===== src/rtl/maxnet_controller_if.sv =====
// Bundles the MaxNet controller's system handshake and datapath control lines.
// master = controller side, slave = system/datapath side.
interface maxnet_controller_if #(
   parameter int ITER_W = 8
);
   // Handshake: start is a level request taken only while idle (no queuing);
   // busy covers the whole run and done pulses for one cycle as it ends.
   logic              start;
   logic              found;
   logic              mainRegWrite;
   logic              actWrite;
   logic              multWrite;
   logic              addWrite;
   logic              s1;
   logic              s2;
   logic              s3;
   logic              s4;
   logic              busy;
   logic              done;
   logic              timeout;
   logic [ITER_W-1:0] iter_count;

   modport master (
      input  start, found,
      output mainRegWrite, actWrite, multWrite, addWrite,
      output s1, s2, s3, s4, busy, done, timeout, iter_count
   );

   modport slave (
      output start, found,
      input  mainRegWrite, actWrite, multWrite, addWrite,
      input  s1, s2, s3, s4, busy, done, timeout, iter_count
   );
endinterface


===== src/rtl/maxnet_controller.sv =====
// Sequencing FSM for the MaxNet winner-take-all datapath: load, seed, then
// iterate multiply/accumulate/feedback until one activation survives or the limit hits.
module maxnet_controller #(
   parameter int MAX_ITER    = 64,
   parameter int ITER_W      = 8,
   parameter int MULT_CYCLES = 1
) (
   input  logic                 clk,
   input  logic                 rst,
   maxnet_controller_if.master  bus,
   output logic [2:0]           dbg_state
);

   typedef enum logic [2:0] {
      IDLE  = 3'd0,
      LOAD  = 3'd1,
      INIT  = 3'd2,
      MULT  = 3'd3,
      ADD   = 3'd4,
      CHECK = 3'd5,
      FEED  = 3'd6,
      DONE  = 3'd7
   } state_t;

   localparam int MC_W = (MULT_CYCLES > 1) ? $clog2(MULT_CYCLES) : 1;
   localparam logic [MC_W-1:0]   MC_LAST  = MC_W'(MULT_CYCLES - 1);
   localparam logic [ITER_W-1:0] ITER_MAX = ITER_W'(MAX_ITER);

   state_t            state;
   state_t            state_next;
   logic [MC_W-1:0]   mult_cnt;
   logic [ITER_W-1:0] iter_q;
   logic              timeout_q;

   always_ff @(posedge clk) begin
      if (rst) begin
         state     <= IDLE;
         mult_cnt  <= '0;
         iter_q    <= '0;
         timeout_q <= 1'b0;
      end else begin
         state <= state_next;
         if (state == MULT && state_next == MULT) begin
            mult_cnt <= mult_cnt + 1'b1;
         end else begin
            mult_cnt <= '0;
         end
         if (state == IDLE && bus.start) begin
            iter_q    <= '0;
            timeout_q <= 1'b0;
         end
         if (state == ADD) begin
            iter_q <= iter_q + 1'b1;
         end
         // found wins over the limit, so timeout is only flagged when found is low
         if (state == CHECK && !bus.found && iter_q == ITER_MAX) begin
            timeout_q <= 1'b1;
         end
      end
   end

   always_comb begin
      state_next = state;
      case (state)
         IDLE:  if (bus.start) state_next = LOAD;
         LOAD:  state_next = INIT;
         INIT:  state_next = MULT;
         MULT:  if (mult_cnt == MC_LAST) state_next = ADD;
         ADD:   state_next = CHECK;
         CHECK: begin
            if (bus.found || iter_q == ITER_MAX) state_next = DONE;
            else                                 state_next = FEED;
         end
         FEED:  state_next = MULT;
         DONE:  state_next = IDLE;
         default: state_next = IDLE;
      endcase
   end

   always_comb begin
      bus.mainRegWrite = 1'b0;
      bus.actWrite     = 1'b0;
      bus.multWrite    = 1'b0;
      bus.addWrite     = 1'b0;
      bus.s1           = 1'b0;
      bus.s2           = 1'b0;
      bus.s3           = 1'b0;
      bus.s4           = 1'b0;
      bus.done         = 1'b0;
      bus.busy         = (state != IDLE);
      case (state)
         LOAD: bus.mainRegWrite = 1'b1;
         INIT: bus.actWrite     = 1'b1;
         MULT: bus.multWrite    = 1'b1;
         ADD:  bus.addWrite     = 1'b1;
         FEED: begin
            bus.actWrite = 1'b1;
            bus.s1       = 1'b1;
            bus.s2       = 1'b1;
            bus.s3       = 1'b1;
            bus.s4       = 1'b1;
         end
         DONE: bus.done = 1'b1;
         default: ;
      endcase
   end

   assign bus.timeout    = timeout_q;
   assign bus.iter_count = iter_q;
   assign dbg_state      = state;

endmodule


===== src/flat_wrapper.sv =====
// flat-port wrapper written by rule: the top's interface ports become plain ports
module maxnet_controller_flat 
#(
   parameter int MAX_ITER    = 64,
   parameter int ITER_W      = 8,
   parameter int MULT_CYCLES = 1
)
  (clk, rst, dbg_state, bus_start, bus_found, bus_mainRegWrite, bus_actWrite, bus_multWrite, bus_addWrite, bus_s1, bus_s2, bus_s3, bus_s4, bus_busy, bus_done, bus_timeout, bus_iter_count);
  maxnet_controller_if #(.ITER_W(ITER_W)) bus_i ();
  input  logic clk;
  input  logic rst;
  output logic [2:0] dbg_state;
  input wire logic [$bits(bus_i.start)-1:0] bus_start;
  input wire logic [$bits(bus_i.found)-1:0] bus_found;
  output wire logic [$bits(bus_i.mainRegWrite)-1:0] bus_mainRegWrite;
  output wire logic [$bits(bus_i.actWrite)-1:0] bus_actWrite;
  output wire logic [$bits(bus_i.multWrite)-1:0] bus_multWrite;
  output wire logic [$bits(bus_i.addWrite)-1:0] bus_addWrite;
  output wire logic [$bits(bus_i.s1)-1:0] bus_s1;
  output wire logic [$bits(bus_i.s2)-1:0] bus_s2;
  output wire logic [$bits(bus_i.s3)-1:0] bus_s3;
  output wire logic [$bits(bus_i.s4)-1:0] bus_s4;
  output wire logic [$bits(bus_i.busy)-1:0] bus_busy;
  output wire logic [$bits(bus_i.done)-1:0] bus_done;
  output wire logic [$bits(bus_i.timeout)-1:0] bus_timeout;
  output wire logic [$bits(bus_i.iter_count)-1:0] bus_iter_count;
  assign bus_i.start = bus_start;
  assign bus_i.found = bus_found;
  assign bus_mainRegWrite = bus_i.mainRegWrite;
  assign bus_actWrite = bus_i.actWrite;
  assign bus_multWrite = bus_i.multWrite;
  assign bus_addWrite = bus_i.addWrite;
  assign bus_s1 = bus_i.s1;
  assign bus_s2 = bus_i.s2;
  assign bus_s3 = bus_i.s3;
  assign bus_s4 = bus_i.s4;
  assign bus_busy = bus_i.busy;
  assign bus_done = bus_i.done;
  assign bus_timeout = bus_i.timeout;
  assign bus_iter_count = bus_i.iter_count;
  maxnet_controller #(.MAX_ITER(MAX_ITER), .ITER_W(ITER_W), .MULT_CYCLES(MULT_CYCLES)) u_core (.clk(clk), .rst(rst), .bus(bus_i), .dbg_state(dbg_state));
endmodule

===== config.mk =====
export PLATFORM = sky130hd
export DESIGN_NAME = maxnet_controller_flat
export DESIGN_NICKNAME = d
export VERILOG_FILES = /design/src/rtl/maxnet_controller_if.sv /design/src/rtl/maxnet_controller.sv /design/src/flat_wrapper.sv
export SDC_FILE = /design/constraint.sdc
export NUM_CORES = 1
export LEC_CHECK = 0
export CORE_ASPECT_RATIO = 0.9
export CORE_MARGIN = 2
export CORE_UTILIZATION = 25
export DETAILED_ROUTE_END_ITERATION = 10
export GPL_TIMING_DRIVEN = 0
export PLACE_DENSITY = 0.54
export SLEW_MARGIN = 20
export SYNTH_ARGS = -nofsm -noshare
export SYNTH_HDL_FRONTEND = slang
export SYNTH_SLANG_ARGS = --single-unit

===== constraint.sdc =====
create_clock -name clk -period 1.4 [get_ports clk]
set_clock_uncertainty 0.2 [all_clocks]
set_input_delay 0.21 -clock clk [delete_from_list [all_inputs] [get_ports clk]]
set_output_delay 0.21 -clock clk [all_outputs]
set_load 0.01 [all_outputs]

==> insert_results.sql, run 1 <==
INSERT INTO impl_metrics (metric_group, metric, value, unit) VALUES
('status', 'run_status', 'finished with violations', ''),
('status', 'violations', 'setup timing', ''),
('finish', 'final_cells', '173', ''),
('routing', 'remaining_drc_errors', '0', ''),
('floorplan', 'fp.dieArea', '3450', 'um2'),
('global_route', 'initial_antenna_violation_count', '0', ''),
('global_route', 'global_route_wire_length_before_repair', '3.75', 'mm'),
('worst_setup_path', 'worstPathArrival', '1.76', 'ns'),
('placed_design', 'dp_hpwl', '1.51', 'mm'),
('routing', 'routed-via-count', '832', ''),
('timing', 'fmax', '0.559', 'GHz'),
('finish', 'net_count_final', '140', ''),
('clock_tree', 'cts.root.buffer_cell', 'sky130_fd_sc_hd__clkbuf_4', ''),
('power', 'power_leakage', '0.592', 'nW'),
('clock_tree', 'clock_transition_time_at_the_flip_flop_clock_pins_of_the_worst_setup_and_hold_paths', '0.08', 'ns'),
('worst_setup_path', 'worst-setup-path-type', 'flip-flop to flip-flop', ''),
('placed_design', 'dpl.cell_count', '154', ''),
('placed_design', 'globalplace.congestion', '0.746', ''),
('synth', 'synth_top_flop_cell', 'sky130_fd_sc_hd__dfxtp_1', ''),
('clock_tree', 'clock_insertion_delay_worst_skew', '0.28', 'ns'),
('synth', 'netlist.top_cell.by_area', 'sky130_fd_sc_hd__dfxtp_1', ''),
('synth', 'syn_nets', '95', ''),
('global_route', 'first_global_vias', '735', ''),
('finish', 'synthToLayoutAreaGrowth', '81.8', '%'),
('global_route', 'most_used_routing_layer_in_global_routing', 'met2', ''),
('clock_tree', 'cts.htree.levels', '1', ''),
('timing', 'finalWorstPathRequiredPeriod', '1.79', 'ns'),
('synth', 'post_synth_arst_share', '0', '%'),
('routing', 'firstDrtPassIters', '4', ''),
('routing', 'antenna_violating_nets_post_route', '0', ''),
('clock_tree', 'clock_tree_from_tritoncts', 'built', ''),
('synth', 'mappedNetlistArea', '748', 'um2'),
('placed_design', 'port_buffers', '25', ''),
('global_route', 'grt_met1_usage', '18.6', '%'),
('routing', 'detailedRoute.firstIterationViolations', '11', ''),
('global_route', 'total_grt_usage', '14.0', '%'),
('global_route', 'gr-usage-met3', '4.65', '%'),
('floorplan', 'coreArea', '2790', 'um2'),
('floorplan', 'die_height', '55.9', 'um'),
('worst_setup_path', 'cp.required', '1.37', 'ns'),
('timing', 'final.setup.tns', '-4.38', 'ns'),
('timing', 'setup_ws', '-0.390', 'ns'),
('floorplan', 'chipWidth', '61.7', 'um'),
('clock_tree', 'tritoncts_num_sinks', '13', ''),
('global_route', 'grt-ovfl-total', '0', ''),
('routing', 'drt_via_density', '4.81', ''),
('power', 'power.density_cell_area', '654', 'nW/um2'),
('clock_tree', 'clock_path_buffers', '2', ''),
('timing', 'finish_stage_setup_viols', '22', ''),
('clock_tree', 'cts-buffers-inserted', '3', ''),
('finish', 'insertedDiodeCount', '0', ''),
('global_route', 'grtUsageMet2', '22.6', '%'),
('synth', 'synth-seq-cells', '13', ''),
('synth', 'synth.top_cells.by_area', 'sky130_fd_sc_hd__dfxtp_1 35%, sky130_fd_sc_hd__nor2_1 3.5%, sky130_fd_sc_hd__nor4b_1 3.5%', ''),
('finish', 'fillers', '286', ''),
('synth', 'yosysWarnings', '0', ''),
('synth', 'synthMostInstantiatedCell', 'sky130_fd_sc_hd__dfxtp_1', ''),
('synth', 'post-synth-top-area-fraction', '34.8', '%'),
('worst_setup_path', 'worstSetupEndpointType', 'flip-flop', ''),
('finish', 'post_route_cells_drive_above_1_share', '54.9', '%'),
('timing', 'final_hold_viol_count', '0', ''),
('synth', 'yosysSeqAreaShare', '34.8', '%'),
('min_path', 'timing.hold.worst.class', 'flip-flop to flip-flop', ''),
('global_route', 'grt_max_degree', '11', ''),
('finish', 'postLayoutCellArea', '1360', 'um2'),
('synth', 'synth_edf_count', '0', ''),
('routing', 'routed_wire_length_per_instance', '13.7', 'um'),
('timing', 'report.final.slew_viol_count', '0', ''),
('synth', 'postSynthCellCount', '89', ''),
('finish', 'finish.utilization', '48.7', '%'),
('floorplan', 'starting_utilization_of_the_core_area', '26.8', '%');
-- per-layer routing --
layer  up-vias  wire length, um
li1        414                -
met1       395             1040
met2        23             1210
met3         0              111
met4         0                0
met5         -                0
-- through the flow --
stage / hold slack, ns / total power [mW] / setup WS, ns
2_1_floorplan: 0.168 / 0.494 / -0.191
3_5_place_dp: 0.293 / 0.566 / -0.517
5_1_grt: 0.332 / 0.940 / -0.417
4_1_cts: 0.309 / 0.864 / -0.399
6_report: 0.309 / 0.889 / -0.390
3_3_place_gp: 0.283 / 0.567 / -0.504
-- registers in the layout, indices dropped and copies added (netlist names) --
name	count
u_core.bus.iter_count	8
u_core.mult_cnt	1
u_core.bus.timeout	1
u_core.dbg_state	3
-- kinds of logic after synthesis --
kind of cell               share of synthesized area, %
and+or+nand+nor                                    34.8
AOI/OAI and AO/OA                                  16.9
DFF                                                34.8
buffers and inverters                              8.19
adders and majority gates                          3.34
muxes                                              1.50
other                                             0.501
-- final timing paths --
| path | start | end | slack, ns | depth (start not counted) |
|---|---|---|---|---|
| min reg2reg | u_core.bus.iter_count[1] | u_core.bus.iter_count[1] | 0.31 | 2 |
| max reg2reg | u_core.dbg_state[0] | u_core.bus.iter_count[7] | -0.39 | 5 |
| min | u_core.bus.iter_count[1] | u_core.bus.iter_count[1] | 0.31 | 2 |
| max | u_core.dbg_state[0] | u_core.bus.iter_count[7] | -0.39 | 5 |
-- where the power goes --
| group | internal (mW) | switching [mW] | leakage (nW) | total [mW] |
|---|---|---|---|---|
| registers | 0.373 | 0.0107 | 0.112 | 0.383 |
| logic | 0.155 | 0.116 | 0.465 | 0.271 |
| clock network | 0.110 | 0.125 | 0.0150 | 0.235 |
| total | 0.638 | 0.251 | 0.592 | 0.889 |
-- worst max-delay path: stages (launching register included) --
cell and delay (ns):
sky130_fd_sc_hd__dfxtp_2 0.34, sky130_fd_sc_hd__buf_6 0.11, sky130_fd_sc_hd__buf_6 0.11, sky130_fd_sc_hd__or4b_4 0.49, sky130_fd_sc_hd__and3b_1 0.18, sky130_fd_sc_hd__mux2_4 0.26
-- cell usage in the layout, fill, tap and decap left out, types with 4 or more instances in the layout --
cell type,count
sky130_fd_sc_hd__buf_2,6
sky130_fd_sc_hd__buf_4,7
sky130_fd_sc_hd__buf_6,17
sky130_fd_sc_hd__dfxtp_2,5
sky130_fd_sc_hd__dfxtp_4,5
sky130_fd_sc_hd__dlygate4sd2_1,10
sky130_fd_sc_hd__nand2_1,4
sky130_fd_sc_hd__nor2_1,4
-- layout make-up --
cell class                      instances  area, um2  share of cell area [%]
Buffer                                  7       76.3                    5.61
Clock buffer                            4       26.3                    1.93
Inverter                                4       15.0                    1.10
Multi-Input combinational cell         65        547                    40.2
Sequential cell                        13        285                    21.0
Tap cell                               40       50.0                    3.68
Timing Repair Buffer                   40        360                    26.5
-- repair_timing --
action,4_1_cts,5_1_grt
setup endpoints to repair,30,27
resized for setup,94,26
hold buffers,0,0
pin swaps,18,7
setup buffers,11,4
(Power assumes the default switching activity.)
==> inputs of run 2 (changes only) <==
--- a/config.mk
+++ b/config.mk
@@ -10,7 +10,7 @@
 export CORE_UTILIZATION = 25
 export DETAILED_ROUTE_END_ITERATION = 10
 export GPL_TIMING_DRIVEN = 0
-export PLACE_DENSITY = 0.54
+export PLACE_DENSITY = 0.58
 export SLEW_MARGIN = 20
 export SYNTH_ARGS = -nofsm -noshare
 export SYNTH_HDL_FRONTEND = slang
==> constraint.sdc (replaced) <==
create_clock -name clk -period 1.9 [get_ports clk]
set_clock_uncertainty 0.2 [all_clocks]
set_input_delay 0.285 -clock clk [delete_from_list [all_inputs] [get_ports clk]]
set_output_delay 0.285 -clock clk [all_outputs]
set_load 0.01 [all_outputs]
==> run 2 against run 1 <==
  * The flow now finishes without violations
  * First-iteration DRC count shrank 9.1%
  * Worst setup slack better by 0.44 ns
  * Via count fell by 4.7%
  * Global-route usage is 1.6 points lower
  * Count of clock-buffer cells in the layout unchanged
  * Combinational power is 45% lower
  * Flip-flop and latch count stayed put
  * Power down 31%
  * Highest routed layer unchanged
==> insert_results.sql, run 2 (synthesis results as in run 1) <==
INSERT INTO impl_metrics (metric_group, metric, value, unit) VALUES
('status', 'run_status', 'complete, no violations', ''),
('timing', 'finalWorstPathRequiredPeriod', '1.85', 'ns'),
('routing', 'routed_wire_length_per_instance', '12.5', 'um'),
('timing', 'finish_stage_setup_viols', '0', ''),
('floorplan', 'pin_count', '26', ''),
('worst_setup_path', 'worstSetupEndpointType', 'output port', ''),
('power', 'p_total', '612', 'uW'),
('timing', 'rsz0062_at_grt', 'false', ''),
('global_route', 'global_route_wire_length_before_repair', '3.32', 'mm'),
('power', 'power.density_cell_area', '524', 'nW/um2'),
('job', 'max_cap_viol_count', '0', ''),
('worst_setup_path', 'cp.required', '1.41', 'ns'),
('global_route', 'grt_max_degree', '11', ''),
('power', 'worst_vdd_drop', '0.000299', 'V'),
('routing', 'firstDrtPassIters', '4', ''),
('clock_tree', 'clock_insertion_delay_worst_skew', '0.28', 'ns'),
('worst_setup_path', 'worst-setup-path-type', 'flip-flop to output port', ''),
('worst_setup_path', 'reg2reg_slack', '0.06', 'ns'),
('clock_tree', 'tritoncts_num_sinks', '13', ''),
('floorplan', 'fp-row-count', '18', ''),
('global_route', 'grt-ovfl-total', '0', ''),
('placed_design', 'globalplace.congestion', '0.755', ''),
('worst_setup_path', 'crit_path_max_fanout', '8', ''),
('clock_tree', 'clock_tree_from_tritoncts', 'built', ''),
('global_route', 'initial_antenna_violation_count', '0', ''),
('worst_setup_path', 'worst_path_largest_cell_delay', '0.60', 'ns'),
('clock_tree', 'cts.htree.levels', '1', ''),
('worst_setup_path', 'critical_path.top_delay_family', 'buffers and inverters', ''),
('timing', 'fmax', '0.541', 'GHz'),
('routing', 'detailedRoute.firstIterationViolations', '10', ''),
('power', 'power_leakage', '0.476', 'nW'),
('timing', 'final.setup.tns', '0', 'ns'),
('min_path', 'timing.hold.worst.class', 'flip-flop to flip-flop', ''),
('routing', 'antenna_violating_nets_post_route', '0', ''),
('routing', 'wirelength', '2.11', 'mm'),
('floorplan', 'coreArea', '2790', 'um2'),
('worst_setup_path', 'timing.critical_path.slowest_stage_cell', 'sky130_fd_sc_hd__clkdlybuf4s50_1', ''),
('placed_design', 'port_buffers', '25', ''),
('routing', 'routed-via-count', '793', ''),
('clock_tree', 'clock_transition_time_at_the_flip_flop_clock_pins_of_the_worst_setup_and_hold_paths', '0.08', 'ns'),
('floorplan', 'starting_utilization_of_the_core_area', '26.8', '%'),
('floorplan', 'die_height', '55.9', 'um'),
('placed_design', 'worst_case_setup_slack_after_placement', '-0.332', 'ns'),
('finish', 'finish.utilization', '41.8', '%'),
('global_route', 'first_global_vias', '716', ''),
('routing', 'remaining_drc_errors', '0', ''),
('timing', 'final.period_utilization', '97.2', '%'),
('finish', 'most-common-layout-cells', '15 x sky130_fd_sc_hd__buf_4, 14 x sky130_fd_sc_hd__clkdlybuf4s50_1, 9 x sky130_fd_sc_hd__dfxtp_1', ''),
('clock_tree', 'clock_path_buffers', '2', ''),
('finish', 'final_common_cell', 'sky130_fd_sc_hd__buf_4', ''),
('global_route', 'total_grt_usage', '12.4', '%'),
('worst_setup_path', 'worstPathArrival', '1.36', 'ns'),
('clock_tree', 'cts-buffers-inserted', '3', ''),
('worst_setup_path', 'start_kind', 'flip-flop', ''),
('finish', 'post_route_cells_drive_above_1_share', '28.9', '%'),
('clock_tree', 'cts.root.buffer_cell', 'sky130_fd_sc_hd__clkbuf_4', ''),
('finish', 'insertedDiodeCount', '0', ''),
('timing', 'final_hold_viol_count', '0', ''),
('timing', 'timing.max_slew.rel_slack', '64.8', '%'),
('worst_setup_path', 'crit_path_buffers_inverters', '1', ''),
('floorplan', 'fp.dieArea', '3450', 'um2'),
('timing', 'report.final.slew_viol_count', '0', ''),
('floorplan', 'chipWidth', '61.7', 'um'),
('timing', 'actual_transition_at_the_worst_max_transition_pin', '0.528', 'ns'),
('finish', 'net_count_final', '135', ''),
('timing', 'setup_ws', '0.0525', 'ns'),
('placed_design', 'dp_hpwl', '1.42', 'mm'),
('worst_setup_path', 'ordered_list_of_cells_on_the_worst_path', 'clkdlybuf4s50_1', ''),
('timing', 'fin_hold_ws', '0.296', 'ns'),
('finish', 'synthToLayoutAreaGrowth', '56.2', '%'),
('routing', 'drt_via_density', '4.72', ''),
('finish', 'largest_reg_flops', '8', '');
==> run 2: repair_timing <==
action                                  4_1_cts  5_1_grt
endpoints found under the setup margin       10       10
hold buffers                                  0        0
pin swaps                                     0        1
gates cloned                                  0        0
resized for setup                            30        8
buffers inserted                              4        6
==> run 2: cell type report <==
class                   instances  area, um2
plain buffers                   7       60.1
clock buffers                   4       26.3
fillers                       308       1620
inverters                       4       15.0
multi-input cells              65        445
flip-flops and latches         13        268
well taps                      40       50.0
repair buffers                 35        304
==> run 2: metal layers <==
metal  share of wire (%)  up-vias  GRT usage, %
met5                   0        -             0
li1                    -      402             -
met2                  47       17          18.5
met1                  49      374          17.7
met4                   0        0          1.82
met3                 4.3        0          4.19
==> run 2: tightest hold or removal path, cell delays in order (launching register included) <==
cell	delay [ns]
sky130_fd_sc_hd__dfxtp_1	0.33
sky130_fd_sc_hd__a32oi_1	0.06
sky130_fd_sc_hd__nor2_1	0.07
==> run 2: per-stage QoR <==
step                cells  area (um2)
floorplan              89         748
global placement      154        1050
detailed placement    154        1050
CTS                   162        1110
global route          168        1170
finish                168        1170
==> run 2: report_power, final <==
part / leakage (nW) / total, mW / internal (mW) / switching [mW]
sequential: 0.108 / 0.288 / 0.280 / 0.00770
clock: 0.0150 / 0.176 / 0.0814 / 0.0945
combinational: 0.353 / 0.149 / 0.0869 / 0.0618
==> run 2: final timing paths <==
check,startpoint,end,depth (start not counted)
hold / removal,u_core.bus.timeout,u_core.bus.timeout,2
setup / recovery,u_core.bus.iter_count[3],bus_iter_count[3],1
setup reg to reg,u_core.dbg_state[0],u_core.bus.iter_count[7],5
hold reg to reg,u_core.bus.timeout,u_core.bus.timeout,2
